**config.mk**
```make
export PLATFORM = sky130hd
export DESIGN_NAME = mmio_bus_ctl
export DESIGN_NICKNAME = d
export VERILOG_FILES = /design/src/rtl/mmio_bus_ctl.sv
export SDC_FILE = /design/constraint.sdc
export NUM_CORES = 1
export LEC_CHECK = 0
export ABC_AREA = 1
export BUFFER_PORTS_ARGS = -buffer_cell sky130_fd_sc_hd__buf_2
export CORE_AREA = 2 2 213 215
export CTS_BUF_LIST = sky130_fd_sc_hd__clkbuf_4 sky130_fd_sc_hd__clkbuf_8
export CTS_CLUSTER_DIAMETER = 120
export DETAILED_ROUTE_END_ITERATION = 8
export DIE_AREA = 0 0 215 217
export PLACE_DENSITY = 0.45
export SETUP_SLACK_MARGIN = 0.02
export SYNTH_ARGS = -nofsm -noshare
export SYNTH_HDL_FRONTEND = slang
export SYNTH_SLANG_ARGS = --single-unit
export TNS_END_PERCENT = 10
```
**constraint.sdc**
```tcl
create_clock -name clk -period 2.75 [get_ports clk]
set_input_delay 0.275 -clock clk [delete_from_list [all_inputs] [get_ports clk]]
set_output_delay 0.275 -clock clk [all_outputs]
set_load 0.01 [all_outputs]
```
**src/rtl/mmio_bus_ctl.sv**
```systemverilog
// LC-3 memory / memory-mapped IO access controller with wait-stated memory and device-slot strobes.
// Optional error logging (err_addr, err_cnt) is built when MMIO_ERR_LOG_EN is defined.
module mmio_bus_ctl #(
  parameter int unsigned        ADDR_W  = 16,
  parameter int unsigned        DATA_W  = 16,
  parameter logic [ADDR_W-1:0]  IO_BASE = 16'h7E00,
  parameter int unsigned        NUM_DEV = 24,
  parameter logic [31:0]        RD_MASK = 32'h00FF_FFFF,
  parameter logic [31:0]        WR_MASK = 32'h00FF_FFFF,
  parameter int unsigned        MEM_LAT = 2
) (
  input  logic                      clk,
  input  logic                      reset,
  input  logic [ADDR_W-1:0]         MAR,
  input  logic [DATA_W-1:0]         MDR_in,
  input  logic                      R_W,
  input  logic                      MIO_EN,
  input  logic [DATA_W-1:0]         mem_rdata,
  input  logic [NUM_DEV*DATA_W-1:0] dev_rdata,
  output logic                      R,
  output logic [DATA_W-1:0]         rdata,
  output logic                      mem_en,
  output logic                      mem_we,
  output logic [ADDR_W-1:0]         mem_addr,
  output logic [DATA_W-1:0]         mem_wdata,
  output logic [NUM_DEV-1:0]        dev_ld,
  output logic [NUM_DEV-1:0]        dev_rd,
  output logic [DATA_W-1:0]         dev_wdata,
  output logic                      bus_err
`ifdef MMIO_ERR_LOG_EN
  ,
  output logic [ADDR_W-1:0]         err_addr,
  output logic [7:0]                err_cnt
`endif
);

  localparam int unsigned SLOT_W = 5;
  localparam int unsigned CNT_W  = (MEM_LAT > 1) ? $clog2(MEM_LAT) : 1;
  localparam logic [CNT_W-1:0] CNT_LOAD = CNT_W'(MEM_LAT - 1);

  // state   | meaning
  // IDLE    | waiting for MIO_EN; request fields latched on the accepting edge
  // MEM_ACC | mem_en held while the wait-state counter runs down
  // IO_ACC  | single cycle with the device strobe asserted
  // DONE    | R (and bus_err) high; MIO_EN ignored
  typedef enum logic [1:0] {IDLE, MEM_ACC, IO_ACC, DONE} state_t;

  state_t              state_q, state_d;
  logic [CNT_W-1:0]    cnt_q, cnt_d;
  logic                rw_q, rw_d;
  logic                err_q, err_d;
  logic [SLOT_W-1:0]   slot_q, slot_d;
  logic                mem_en_q, mem_en_d;
  logic                mem_we_q, mem_we_d;
  logic [ADDR_W-1:0]   mem_addr_q, mem_addr_d;
  logic [DATA_W-1:0]   mem_wdata_q, mem_wdata_d;
  logic [DATA_W-1:0]   dev_wdata_q, dev_wdata_d;
  logic [NUM_DEV-1:0]  dev_ld_q, dev_ld_d;
  logic [NUM_DEV-1:0]  dev_rd_q, dev_rd_d;
  logic [DATA_W-1:0]   rdata_q, rdata_d;
  logic                r_q, r_d;
  logic                bus_err_q, bus_err_d;
`ifdef MMIO_ERR_LOG_EN
  logic [ADDR_W-1:0]   err_addr_q, err_addr_d;
  logic [7:0]          err_cnt_q, err_cnt_d;
`endif

  logic [ADDR_W-1:0]   off;
  logic                in_io;
  logic [SLOT_W-1:0]   req_slot;
  logic                req_mapped;
  logic [DATA_W-1:0]   rd_sel;

  // Unsigned wrap of the subtract pushes addresses below IO_BASE far above NUM_DEV.
  assign off        = MAR - IO_BASE;
  assign in_io      = (off < ADDR_W'(NUM_DEV));
  assign req_slot   = off[SLOT_W-1:0];
  assign req_mapped = R_W ? WR_MASK[req_slot] : RD_MASK[req_slot];

  always_comb begin
    rd_sel = '0;
    for (int i = 0; i < NUM_DEV; i++) begin
      if (slot_q == SLOT_W'(i)) rd_sel = dev_rdata[i*DATA_W +: DATA_W];
    end
  end

  always_comb begin
    state_d     = state_q;
    cnt_d       = cnt_q;
    rw_d        = rw_q;
    err_d       = err_q;
    slot_d      = slot_q;
    mem_en_d    = mem_en_q;
    mem_we_d    = mem_we_q;
    mem_addr_d  = mem_addr_q;
    mem_wdata_d = mem_wdata_q;
    dev_wdata_d = dev_wdata_q;
    dev_ld_d    = '0;
    dev_rd_d    = '0;
    rdata_d     = rdata_q;
    r_d         = 1'b0;
    bus_err_d   = 1'b0;
`ifdef MMIO_ERR_LOG_EN
    err_addr_d  = err_addr_q;
    err_cnt_d   = err_cnt_q;
`endif

    case (state_q)
      IDLE: begin
        if (MIO_EN) begin
          mem_addr_d  = MAR;
          mem_wdata_d = MDR_in;
          dev_wdata_d = MDR_in;
          rw_d        = R_W;
          slot_d      = req_slot;
          if (in_io) begin
            state_d = IO_ACC;
            err_d   = ~req_mapped;
            for (int i = 0; i < NUM_DEV; i++) begin
              dev_ld_d[i] = req_mapped &  R_W & (req_slot == SLOT_W'(i));
              dev_rd_d[i] = req_mapped & ~R_W & (req_slot == SLOT_W'(i));
            end
          end else begin
            state_d  = MEM_ACC;
            err_d    = 1'b0;
            mem_en_d = 1'b1;
            mem_we_d = R_W;
            cnt_d    = CNT_LOAD;
          end
        end
      end
      MEM_ACC: begin
        if (cnt_q == '0) begin
          if (!rw_q) rdata_d = mem_rdata;
          mem_en_d = 1'b0;
          mem_we_d = 1'b0;
          r_d      = 1'b1;
          state_d  = DONE;
        end else begin
          cnt_d = cnt_q - 1'b1;
        end
      end
      IO_ACC: begin
        if (!rw_q) rdata_d = err_q ? '0 : rd_sel;
        r_d       = 1'b1;
        bus_err_d = err_q;
        state_d   = DONE;
`ifdef MMIO_ERR_LOG_EN
        if (err_q) begin
          err_addr_d = mem_addr_q;
          if (err_cnt_q != 8'hFF) err_cnt_d = err_cnt_q + 8'd1;
        end
`endif
      end
      DONE: state_d = IDLE;
      default: state_d = IDLE;
    endcase
  end

  always_ff @(posedge clk) begin
    if (reset) begin
      state_q     <= IDLE;
      cnt_q       <= '0;
      rw_q        <= 1'b0;
      err_q       <= 1'b0;
      slot_q      <= '0;
      mem_en_q    <= 1'b0;
      mem_we_q    <= 1'b0;
      mem_addr_q  <= '0;
      mem_wdata_q <= '0;
      dev_wdata_q <= '0;
      dev_ld_q    <= '0;
      dev_rd_q    <= '0;
      rdata_q     <= '0;
      r_q         <= 1'b0;
      bus_err_q   <= 1'b0;
`ifdef MMIO_ERR_LOG_EN
      err_addr_q  <= '0;
      err_cnt_q   <= '0;
`endif
    end else begin
      state_q     <= state_d;
      cnt_q       <= cnt_d;
      rw_q        <= rw_d;
      err_q       <= err_d;
      slot_q      <= slot_d;
      mem_en_q    <= mem_en_d;
      mem_we_q    <= mem_we_d;
      mem_addr_q  <= mem_addr_d;
      mem_wdata_q <= mem_wdata_d;
      dev_wdata_q <= dev_wdata_d;
      dev_ld_q    <= dev_ld_d;
      dev_rd_q    <= dev_rd_d;
      rdata_q     <= rdata_d;
      r_q         <= r_d;
      bus_err_q   <= bus_err_d;
`ifdef MMIO_ERR_LOG_EN
      err_addr_q  <= err_addr_d;
      err_cnt_q   <= err_cnt_d;
`endif
    end
  end

  assign R         = r_q;
  assign rdata     = rdata_q;
  assign mem_en    = mem_en_q;
  assign mem_we    = mem_we_q;
  assign mem_addr  = mem_addr_q;
  assign mem_wdata = mem_wdata_q;
  assign dev_ld    = dev_ld_q;
  assign dev_rd    = dev_rd_q;
  assign dev_wdata = dev_wdata_q;
  assign bus_err   = bus_err_q;
`ifdef MMIO_ERR_LOG_EN
  assign err_addr  = err_addr_q;
  assign err_cnt   = err_cnt_q;
`endif

endmodule
```
* Word level (Yosys, flattened, before mapping)
Memory sizes are Yosys's and may differ from the RTL's.
Cells that the tools add are included.
** Storage, ports and cells
- Flip-flop bits (word level) :: 110
- Bits in read-only memories :: 32
- Input bits :: 436
- Output and inout bits :: 116
- Word-level logic and storage cells :: 187
- Memories kept :: 1
** Operators by class
- $add $sub $neg :: 2
- Magnitude comparators :: 2
- Equality and inequality tests :: 54
- Multiplexer cells :: 46
- Bitwise operators :: 56
- Reductions and logical operators :: 12
** Memories
- (name not given) :: words 32, width 1, rd ports 1, clocked after Yosys merged registers in 0, wr ports 0, line 78 : assign req_mapped = R_W ? WR_MASK[req_slot] : RD_MASK[req_slot];
** Operator list (count)
- $mux 16 :: 28
- $eq 5x4->1 const B :: 16
- $eq 5x5->1 const B :: 16
- $and 1x1->1 :: 50
- $eq 5x3->1 const B :: 8
- $pmux 16 s2 :: 1
- $eq 5x2->1 const B :: 4
- $lt 16x5->1 const B :: 1
- $sub 16x15->16 const B :: 1
- $eq 5x1->1 const B :: 2
- $logic_not 5->1 :: 2
- $ne 2x2->1 const B :: 5
- $mux 1 :: 9
- $pmux 1 s2 :: 4
- $pmux 2 s4 :: 1
- $reduce_and 4->1 :: 2
- $lt 5x6->1 const B :: 1
- $mux 2 :: 3
- $not 1->1 :: 6
- $eq 2x2->1 const B :: 2
- $reduce_and 2->1 :: 2
- $reduce_bool 2->1 :: 2
- $reduce_or 4->1 :: 1
- $reduce_and 3->1 :: 1
- 4 further kinds :: 4

* Depth between registers and ports, before layout
Gate-level depths: netlist of run 1.
- Depth after elaboration :: 28
- Gate-level depth with buffers :: 21
- Mapped depth without buffers :: 20

* Least setup slack after synthesis of run 1
Ideal clock, no wire load.
- Path kind :: register to register
- From :: register mem_addr[4] (netlist name)
- To :: register rdata_q[9] (netlist: rdata[9])
- Setup time :: 0.119 ns
- Arrival time :: 1.967 ns
- Data required time :: 2.631 ns
- Slack :: 0.664 ns
- Cell stages (with the launch flop) :: 20
- Path buffers :: 2
- Period minus slack after synthesis :: 2.086 ns
- Cells stage by stage :: dfxtp_1 inv_1 buf_4 nand2_2 nor2_4 buf_4 nand2_1 nand2_1 nor2_1 nand4_1 nand2_1 nand4_1 nor2_1 nand4_1 nor3_1 nand4_1 nor2_1 nand4_1 nand2_1 a21oi_1
** RTL lines
- end signal: assignment :: line 194 : rdata_q <= rdata_d;
- end: declaration :: line 60 : logic [DATA_W-1:0] rdata_q, rdata_d;

* Worst setup path after layout of run 1
- From :: register slot_q[0]
- To :: register rdata_q[4] (netlist: rdata[4])
** Between the ends
- Longest elaborated chain between the ends :: 28
- Elaborated cells on any way between the ends :: 51
- Classes of those cells :: 23 x eq/ne; 27 x mux; 1 x reduce/logical
** Ends and longest elaborated chain
- start: declaration :: line 52 : logic [SLOT_W-1:0] slot_q, slot_d;
- start signal: assignment :: line 186 : slot_q <= slot_d;
- $logic_not 5->1 :: line 83 : if (slot_q == SLOT_W'(i)) rd_sel = dev_rdata[i*DATA_W +: DATA_W];
- $mux 16 (23 in series) :: line 83
- $mux 16 * :: line 83
- $mux 16 * (2 in series) :: line 144 : if (!rw_q) rdata_d = err_q ? '0 : rd_sel;
- $pmux 16 s2 * :: line 108 : case (state_q)
Every way passes the cells marked *; elsewhere a longest branch is shown, timed or not. The select of a mux whose other input is x is not followed.
A chain may end at the register's enable or synchronous reset.

==> run metrics, run 1 <==
outcome=finished with violations; failing checks=setup timing; Syn Std Cell Area=7180 um^2; pre-CTS setup slack=-0.445 ns; fillcell total=5221; slew margin rel.=0.529; endpoints failing hold=0; DRT Wirelength=48800 um; initial antenna violation count=8; Root Driver=clkbuf_8; library cells used by synthesis=32; # port buffers=551; Synth area leaders=dfxtp_1 29%, nand2_1 20%, nor2_1 11%; RSZ-0062 raised after global routing=yes; FF-to-FF Start=slot_q[0]; H-Tree Level Count=3; Total GRT Usage=0.200; Worst setup EP type=flip-flop; Fin Clk Skew=0.0175 ns; setup violators final=5; # Max-Cap Violations=0; cell taking the most area after synthesis=dfxtp_1; Tcrit/Tclk final=1.05; most used cell, CP=nand4_1; Placed Instance Area=11000 um^2; Hold/Removal Path Class=in2reg; CTS Sinks=105; Die Y=217 um; Pre-antenna DRT Iters=7; Critical Path Slowest Stage Cell=dfxtp_2; CP Data Arrival Time=3.18 ns; # hold bufs at CTS=0; clk_lat worst skew=0.41 ns; top-count cell post-synth=nand2_1; Worst Hold Path EP=dev_wdata[14]; Hold Path Stages=3; PwrDens=697 nW/um^2; synth warn=0; largest net degree at the start of global routing=37; Startpoint Class=flip-flop; top cell type's share of synthesized area=0.293; CP Cell Sequence=buf_6 > nor2_4 > nand2_2 > nor2_4 > buf_6 > nand2_4 > nand3_4 > nor2_4 > nand4_1 > nor2_1 > nand4_1 > nor2_1 > nand4_1 > nor2_2 > nand4_1 > o21ai_1 > nand4_1 > nand2_1 > a21oi_2; CTS tree=done; RePlAce Congestion=0.985; initial core utilization=0.161; Clock Tree Buf Depth=2; Req. time, crit path=3.04 ns; layout cells sized above 1=0.412; Max Fclk=0.346 GHz; Layout Nets=2286; DR iter-0 viols=735; Min-Delay Startpoint=MDR_in[14]; first-pass GRT wire length=69400 um; Core ar.=44700 um^2; critical path type=reg2reg; CTS Buf Count=9; grt total ovfl=0; Post-synth top cells=375 x nand2_1, 219 x nor2_1, 137 x inv_1; ys async rst share=0; row count=78; DR vias/cell=4.29; Setup WS post-layout=-0.143 ns; delay-heaviest family, CP=simple AND/OR/NAND/NOR gates; r2r setup slk=-0.14 ns; post-DP HPWL=41400 um; TNS Setup=-0.305 ns; Mapped Avg Cell Area=5.74 um^2; Clk pin slew, worst setup/hold paths=0.12 ns; Least-Margin Pin Slew=0.700 ns; # DRC=0; ys flop type=dfxtp_1; max incr delay on CP=0.37 ns; min cycle time layout=2.89 ns; count of final max-slew check failures=0; static leakage=0.00608 uW; final non-filler cell area=11600 um^2; worst path bufs/invs=2; reg2reg path depth=19; WL/cell=19.9 um; I/O Pins=552; synthesized net count=1691; vias post-DR=10500; synthesized instance count=1250; Die Wd=215 um; vias in the first global route=10600; Seq/Total Area, Yosys=0.293; #FFs+latches synth=105; worst vdd ir=0.406 mV; Crit Path Max Fanout=4; Antenna Violating Nets Remaining=0; Crit Reg-Reg Endpoint=rdata[4]; Die Area=46700 um^2; Layout area overhead=61.6%; number of enable flip-flop cells after synthesis=0
## logic make-up (layout without fill, tap and decap cells)
group | after synthesis | count (layout) | synth area share
flip-flops | 105 | 105 | 0.293
AND/OR/NAND/NOR | 771 | 771 | 0.460
AO/OA/AOI/OAI | 158 | 158 | 0.112
adder cells (fa/ha/maj) | 5 | 5 | 0.00872
buffers and inverters | 206 | 806 | 0.121
other | 0 | 4 | 0
XOR/XNOR | 5 | 5 | 0.00610
## how the worst max path moves through the flow
stage / endpoint / cells after the start / from / slack, ns
finish: rdata[4] / 19 / slot_q[0] / -0.14
global route: rdata[4] / 19 / slot_q[0] / -0.28
CTS: rdata[2] / 19 / slot_q[0] / -0.15
detailed placement: rdata[1] / 18 / slot_q[1] / -0.44
global placement: rdata[1] / 18 / slot_q[1] / -0.41
floorplan: rdata[9] / 19 / mem_addr[4] / 0.66
## timing repair
| item | 4_1_cts | 5_1_grt |
|---|---|---|
| setup endpoints to repair | 11 | 16 |
| setup buffers | 18 | 1 |
| pin swaps | 24 | 26 |
| resized for setup | 60 | 25 |
| hold endpoints to repair | 0 | 0 |
## tightest hold or removal path, delay by kind of cell
kind	cells	cell delay [ns]
buffers and inverters	1	0.07
AOI/OAI and AO/OA	1	0.07
and+or+nand+nor	1	0.07
## area by class of cell
cell class | instances | area, um^2 | share of cell area
Antenna cell | 4 | 10.0 | 0.000863
Clock buffer | 9 | 124 | 0.0107
Clock inverter | 7 | 97.6 | 0.00841
Inverter | 144 | 546 | 0.0470
Multi-Input combinational cell | 939 | 4410 | 0.380
Sequential cell | 105 | 2120 | 0.182
Tap cell | 600 | 751 | 0.0647
Timing Repair Buffer | 646 | 3550 | 0.306
## metal layers
| metal | part of all wire | track usage |
|---|---|---|
| met5 | 0 | 0 |
| met4 | 0.016 | 0.0384 |
| met3 | 0.063 | 0.0369 |
| met2 | 0.51 | 0.373 |
| met1 | 0.41 | 0.238 |
## per-stage QoR
step	hold WS (ns)	util	total power, uW	instances
2_1_floorplan	0.422	-	4410	1250
3_3_place_gp	0.453	0.246	6690	2416
3_5_place_dp	0.462	0.246	6710	2416
4_1_cts	0.0863	0.257	8130	2449
5_1_grt	0.108	0.259	8710	2452
6_report	0.114	0.260	8090	2454
## cell usage in the layout, fill, tap and decap left out, types with 5 or more instances in the layout
master / count
nor2_1: 199
clkbuf_8: 9
nor3_2: 5
ha_1: 5
nand3_1: 40
inv_2: 10
nand2_1: 363
nor2_4: 15
dfxtp_1: 100
nor3_1: 11
nand2_2: 12
inv_1: 130
o21ai_0: 69
nand4_1: 70
buf_2: 551
buf_6: 7
or2_2: 28
nor2_2: 13
buf_4: 84
a21oi_1: 78
## sequential cells by signal (all words and copies together) (netlist names)
register / flops
R: 1
bus_err: 1
cnt_q: 1
dev_ld: 24
dev_rd: 24
dev_wdata: 16
err_q: 1
mem_addr: 12
mem_en: 1
mem_we: 1
rdata: 16
rw_q: 1
slot_q: 4
state_q: 2
## where the power goes
group	leakage (uW)	internal, uW	switching, uW
clock network	0.000109	448	654
logic	0.00511	1820	3140
registers	0.000860	1820	207
No activity file was read; power rests on OpenSTA's default activity.
==> inputs of run 2 (changes only) <==
--- a/config.mk
+++ b/config.mk
@@ -7,13 +7,13 @@
 export LEC_CHECK = 0
 export ABC_AREA = 1
 export BUFFER_PORTS_ARGS = -buffer_cell sky130_fd_sc_hd__buf_2
-export CORE_AREA = 2 2 213 215
-export CTS_BUF_LIST = sky130_fd_sc_hd__clkbuf_4 sky130_fd_sc_hd__clkbuf_8
+export CORE_AREA = 2 2 216 218
 export CTS_CLUSTER_DIAMETER = 120
 export DETAILED_ROUTE_END_ITERATION = 8
-export DIE_AREA = 0 0 215 217
+export DIE_AREA = 0 0 218 220
 export PLACE_DENSITY = 0.45
 export SETUP_SLACK_MARGIN = 0.02
+export SLEW_MARGIN = 15
 export SYNTH_ARGS = -nofsm -noshare
 export SYNTH_HDL_FRONTEND = slang
 export SYNTH_SLANG_ARGS = --single-unit
==> run 2 against run 1 <==
Compared with the run above: the flow still finishes with violations (setup timing); non-clock buffer count up 8; die area rose by 2.8%; wire length down 2.7%; combinational power about the same; register-to-register slack improved by 0.03 ns; flip-flop and latch count is the same; total power is 3.1% higher; clock skew shrank 0.0044 ns; largest cell class unchanged; cell count rose by 0.81%.
==> run metrics, run 2 (synthesis gave the netlist of run 1 again) <==
outcome=finished with violations; failing checks=setup timing; RePlAce Congestion=0.974 (-1.1%); static leakage=0.00614 uW (+1.1%); RSZ-0062 raised after global routing=yes; Max Fclk=0.349 GHz (+1.0%); Req. time, crit path=3.02 ns (-0.02 ns); initial core utilization=0.157 (-0.00408); Worst setup EP type=flip-flop; slew margin rel.=0.563 (+0.0340); first-pass GRT wire length=66500 um (-4.1%); Final Non-Filler Cells=2474 (+0.81%); initial antenna violation count=18 (+10); # port buffers=551 (unchanged); vias in the first global route=10300 (-2.9%); row count=79 (+1.3%); Clk pin slew, worst setup/hold paths=0.08 ns (-0.04 ns); DR iter-0 viols=764 (+3.9%); Crit Path Max Fanout=7 (+3); max incr delay on CP=0.34 ns (-0.03 ns); Total GRT Usage=0.188 (-0.0117); grt total ovfl=0 (unchanged); Hold/Removal Path Class=in2reg; # hold bufs at CTS=0 (unchanged); Layout area overhead=63.0%; CP Data Arrival Time=3.13 ns (-0.05 ns); Core ar.=45900 um^2 (+2.6%); Least-Margin Pin Slew=0.654 ns (-0.0461 ns); WL/cell=19.2 um (-3.5%); # DRC=0 (unchanged); Die Wd=218 um (+1.4%); endpoints failing hold=0 (unchanged); setup violators final=8 (+3); PwrDens=713 nW/um^2 (+2.2%); CP Cell Sequence=inv_2 > buf_6 > nor2_2 > nand2_2 > nor2_4 > buf_6 > nand2_2 > nand2_1 > inv_1 > nand4_1 > nand2_1 > nand4_1 > nor2_1 > buf_4 > nand4_1 > nor3_1 > buf_4 > nand4_1 > nor2_2 > nand4_1 > nand2_1 > a21oi_1; Fin Clk Skew=0.0131 ns (-0.00444 ns); largest net degree at the start of global routing=39 (+5.4%); Clock Tree Buf Depth=2 (unchanged); Critical Path Slowest Stage Cell=dfxtp_2; vias post-DR=10600 (+0.26%); clk_lat worst skew=0.37 ns (-0.04 ns); I/O Pins=552 (unchanged); # Max-Cap Violations=0 (unchanged); most frequent cells in the layout=551 x buf_2, 365 x nand2_1, 200 x nor2_1; DRT Wirelength=47500 um (-2.7%); CTS tree=done; worst vdd ir=0.424 mV (+4.4%); commonest non-fill, non-tap cell in the layout=buf_2; Setup WS post-layout=-0.113 ns (+0.0296 ns); Die Y=220 um (+1.4%); Antenna Violating Nets Remaining=0 (unchanged); CTS Buf Count=9 (unchanged); post-DP HPWL=40100 um (-3.0%); most used cell, CP=nand4_1; Pre-antenna DRT Iters=5 (-2); DR vias/cell=4.26 (-0.55%); min cycle time layout=2.86 ns (-0.0296 ns); H-Tree Level Count=3 (unchanged); layout cells sized above 1=0.411 (-0.00178); Startpoint Class=flip-flop; critical path type=reg2reg; Placed Instances=2429 (+0.54%); final core utilization=0.255 (-0.00442); Root Driver=clkbuf_16; count of final max-slew check failures=0 (unchanged); Tcrit/Tclk final=1.04 (-0.0108); Die Area=48000 um^2 (+2.8%); CTS Sinks=105 (unchanged); Layout Nets=2294 (+0.35%); Fin Hold WS=0.157 ns (+0.0426 ns)
==> run 2: worst max-delay path: cells and delay by family, from the launching register on <==
family                 cells  cell delay, ns
buffers and inverters      6            0.64
AO/OA/AOI/OAI              1            0.07
flip-flops                 1            0.34
AND/OR/NAND/NOR           15            1.73
==> run 2: what timing repair did <==
| item | in CTS | in global routing |
|---|---|---|
| buffers inserted | 19 | 1 |
| endpoints found under the setup margin | 16 | 16 |
| pin swaps | 28 | 20 |
| resized for setup | 58 | 9 |
==> run 2: where the power goes <==
part           internal, uW  leakage, uW  switching (uW)  total (uW)
sequential             1820     0.000859             185        2000
combinational          1840      0.00514            3130        4970
clock                   737     0.000142             632        1370
total                  4390      0.00614            3950        8340
==> run 2: final cells by class <==
| class | instances | area (um^2) |
|---|---|---|
| Clock buffer | 11 | 243 |
| Sequential cell | 105 | 2110 |
| Timing Repair Buffer | 654 | 3600 |
| Fill cell | 5333 | 34200 |
| Tap cell | 607 | 759 |
| Multi-Input combinational cell | 939 | 4350 |
| Inverter | 144 | 549 |
| Antenna cell | 9 | 22.5 |
| Clock inverter | 5 | 62.6 |
==> run 2: layer usage <==
layer,vias to the layer above,wire [um],track usage
li1,5156,-,-
met5,-,77,0
met2,468,23100,0.322
met1,4850,19300,0.229
met4,12,1270,0.0671
met3,64,3740,0.0442
==> run 2: worst paths after layout <==
kind | start | slack [ns] | to | cells past startpoint
worst max-delay path | slot_q[0] | -0.11 | rdata[9] | 22
worst min-delay path | MDR_in[13] | 0.16 | dev_wdata[13] | 3
worst min register to register | mem_we | 0.47 | mem_we | 2
worst max register to register | slot_q[0] | -0.11 | rdata[9] | 22
==> run 2: through the flow <==
stage | instance area, um^2 | worst slack (ns) | TNS, ns | total power (uW)
2_1_floorplan | 7180 | 0.664 | 0 | 4410
3_3_place_gp | 11000 | -0.364 | -2.85 | 6740
3_5_place_dp | 11000 | -0.460 | -4.03 | 6740
4_1_cts | 11600 | -0.109 | -0.532 | 8410
5_1_grt | 11700 | -0.294 | -3.39 | 9000
6_report | 11700 | -0.113 | -0.380 | 8340
==> inputs of run 3 (changes only) <==
--- a/config.mk
+++ b/config.mk
@@ -13,6 +13,7 @@
 export DIE_AREA = 0 0 218 220
 export PLACE_DENSITY = 0.45
 export SETUP_SLACK_MARGIN = 0.02
+export SKIP_LAST_GASP = 1
 export SLEW_MARGIN = 15
 export SYNTH_ARGS = -nofsm -noshare
 export SYNTH_HDL_FRONTEND = slang
==> run 3 against run 2 <==
Compared with the run above: the run still ends with setup timing left; critical endpoint is now rdata[1]; flip-flop and latch count is the same; clock-buffer cell count is the same; fmax shrank 1.3%; final area shrank 0.46%; clock power is essentially flat; worst setup slack lost 0.039 ns; critical path depth shrank 3; register-to-register slack lost 0.04 ns; non-clock buffer count shrank 1; via count grew 0.33%; largest cell class unchanged; critical path type unchanged; cell count is essentially flat.
==> run metrics, run 3 (synthesis gave the netlist of run 1 again) <==
outcome=finished with violations; failing checks=setup timing; DRT Wirelength=47500 um (-0.12%); Min-Delay Startpoint=MDR_in[13]; I/O Pins=552 (unchanged); Layout Nets=2293 (-0.044%); fillcell total=5337 (+0.075%); CTS Buf Count=9 (unchanged); Max Fclk=0.345 GHz (-1.3%); most frequent cells in the layout=551 x buf_2, 368 x nand2_1, 210 x nor2_1; layout cells sized above 1=0.403 (-0.00732); r2r setup slk=-0.15 ns (-0.04 ns); Clock Tree Buf Depth=2 (unchanged); Critical Path Slowest Stage Cell=dfxtp_2; Die Y=220 um (unchanged); grt total ovfl=0 (unchanged); CP Cell Sequence=inv_2 > buf_6 > nor2_1 > nand2_2 > nor2_4 > buf_6 > buf_4 > nand2_1 > nand4_1 > nor2_1 > nand4_1 > nor2_1 > nand4_1 > nor2_1 > nand4_1 > o21ai_2 > nand4_1 > nand2_1 > a21oi_1; Root Driver=clkbuf_16; FF-to-FF Start=slot_q[0]; Total GRT Usage=0.188 (-0.000206); RSZ-0062 raised after global routing=yes; vias post-DR=10600 (+0.33%); min cycle time layout=2.90 ns (+0.0386 ns); DR vias/cell=4.28 (+0.37%); Die Area=48000 um^2 (unchanged); static leakage=0.00613 uW (-0.18%); slew margin rel.=0.563 (about the same); setup violators final=11 (+3); Req. time, crit path=3.02 ns (about the same); Die Wd=218 um (unchanged); critical path type=reg2reg; count of final max-slew check failures=0 (unchanged); Worst setup EP type=flip-flop; Worst Hold Path EP=dev_wdata[13]; Fin Hold WS=0.158 ns (+0.000664 ns); CTS tree=done; DR iter-0 viols=697 (-8.8%); Tcrit/Tclk final=1.06 (+0.0140); post-DP HPWL=40100 um (unchanged); first-pass GRT wire length=66500 um (about the same); Layout area overhead=62.3%; initial antenna violation count=18 (unchanged); H-Tree Level Count=3 (unchanged); # Max-Cap Violations=0 (unchanged); final core utilization=0.254 (-0.00117); CP Data Arrival Time=3.17 ns (+0.04 ns); RePlAce Congestion=0.974 (unchanged); Setup WS post-layout=-0.152 ns (-0.0386 ns); most used cell, CP=nand4_1; # DRC=0 (unchanged); max incr delay on CP=0.34 ns (about the same); initial core utilization=0.157 (unchanged); Least-Margin Pin Slew=0.653 ns (-0.000745 ns); PwrDens=712 nW/um^2 (about the same); vias in the first global route=10300 (-0.088%); TNS Setup=-0.708 ns (-0.328 ns); row count=79 (unchanged); Hold/Removal Path Class=in2reg; largest net degree at the start of global routing=39 (unchanged); reg2reg path depth=19 (-14%); endpoints failing hold=0 (unchanged); WL/cell=19.2 um (about the same); commonest non-fill, non-tap cell in the layout=buf_2; Clk pin slew, worst setup/hold paths=0.08 ns (about the same); Pre-antenna DRT Iters=5 (unchanged); Crit Reg-Reg Endpoint=rdata[1]; Fin Clk Skew=0.0126 ns (-0.000467 ns); CTS Sinks=105 (unchanged); Startpoint Class=flip-flop; worst vdd ir=0.425 mV (+0.24%); Hold Path Stages=3 (unchanged); # port buffers=551 (unchanged); clk_lat worst skew=0.37 ns (about the same); Crit Path Max Fanout=7 (unchanged); Core ar.=45900 um^2 (unchanged); Antenna Violating Nets Remaining=0 (unchanged)
run 3: cell types whose count changed in the layout (fill, tap and decap cells not counted), sizes merged:
cell,before,now
buf,654,653
run 3: what timing repair did:
| item | CTS | global route |
|---|---|---|
| gates cloned | 0 | 0 |
| gates resized for setup | 48 | 2 |
| hold buffers | 0 | 0 |
| setup buffers | 19 | 0 |
| setup endpoints to repair | 16 | 16 |
| endpoints found under the hold margin | 0 | 0 |
| pin swaps | 27 | 3 |
run 3: worst max-delay path: cells and delay by family (launching register included):
| family | cells | cell delay (ns) |
|---|---|---|
| compound gates | 2 | 0.24 |
| buf+inv | 4 | 0.44 |
| flops | 1 | 0.34 |
| simple gates | 13 | 1.76 |
run 3: worst max path at each step:
| stage | start | endpoint | slack [ns] | cells after the start |
|---|---|---|---|---|
| finish | slot_q[0] | rdata[1] | -0.15 | 19 |
| global route | slot_q[0] | rdata[9] | -0.31 | 22 |
| CTS | slot_q[0] | rdata[5] | -0.11 | 21 |
| detailed placement | slot_q[1] | rdata[2] | -0.46 | 19 |
| global placement | slot_q[1] | rdata[2] | -0.36 | 19 |
| floorplan | mem_addr[4] | rdata[9] | 0.66 | 19 |
run 3: area by class of cell:
class / count / area (um^2) / share of cell area
Inverter: 144 / 547 / 0.0469
Sequential cell: 105 / 2110 / 0.181
Multi-Input combinational cell: 939 / 4320 / 0.371
Clock inverter: 5 / 62.6 / 0.00537
Tap cell: 607 / 759 / 0.0652
Antenna cell: 9 / 22.5 / 0.00193
Clock buffer: 11 / 243 / 0.0208
Timing Repair Buffer: 653 / 3580 / 0.308
run 3: metrics by stage:
stage                     total power (uW)  setup slack, ns  std cells  cell area (um^2)
after floorplan                       4410            0.664       1250              7180
after global placement                6740           -0.364       2429             11000
after detailed placement              6740           -0.460       2429             11000
after CTS                             8390           -0.112       2464             11600
after global routing                  8950           -0.309       2469             11600
final                                 8300           -0.152       2473             11600
run 3: power by group:
group          total, uW  internal [uW]  switching (uW)
Sequential          2000           1820             184
Clock               1370            737             632
Combinational       4930           1810            3110
Total               8300           4370            3930
run 3: routing by layer:
layer | GRT usage | wire length, um | vias to the layer above
met1 | 0.228 | 19400 | 4858
met2 | 0.324 | 23100 | 497
met3 | 0.0446 | 3670 | 60
met4 | 0.0639 | 1210 | 10
met5 | 0 | 66 | -
li1 | - | - | 5160
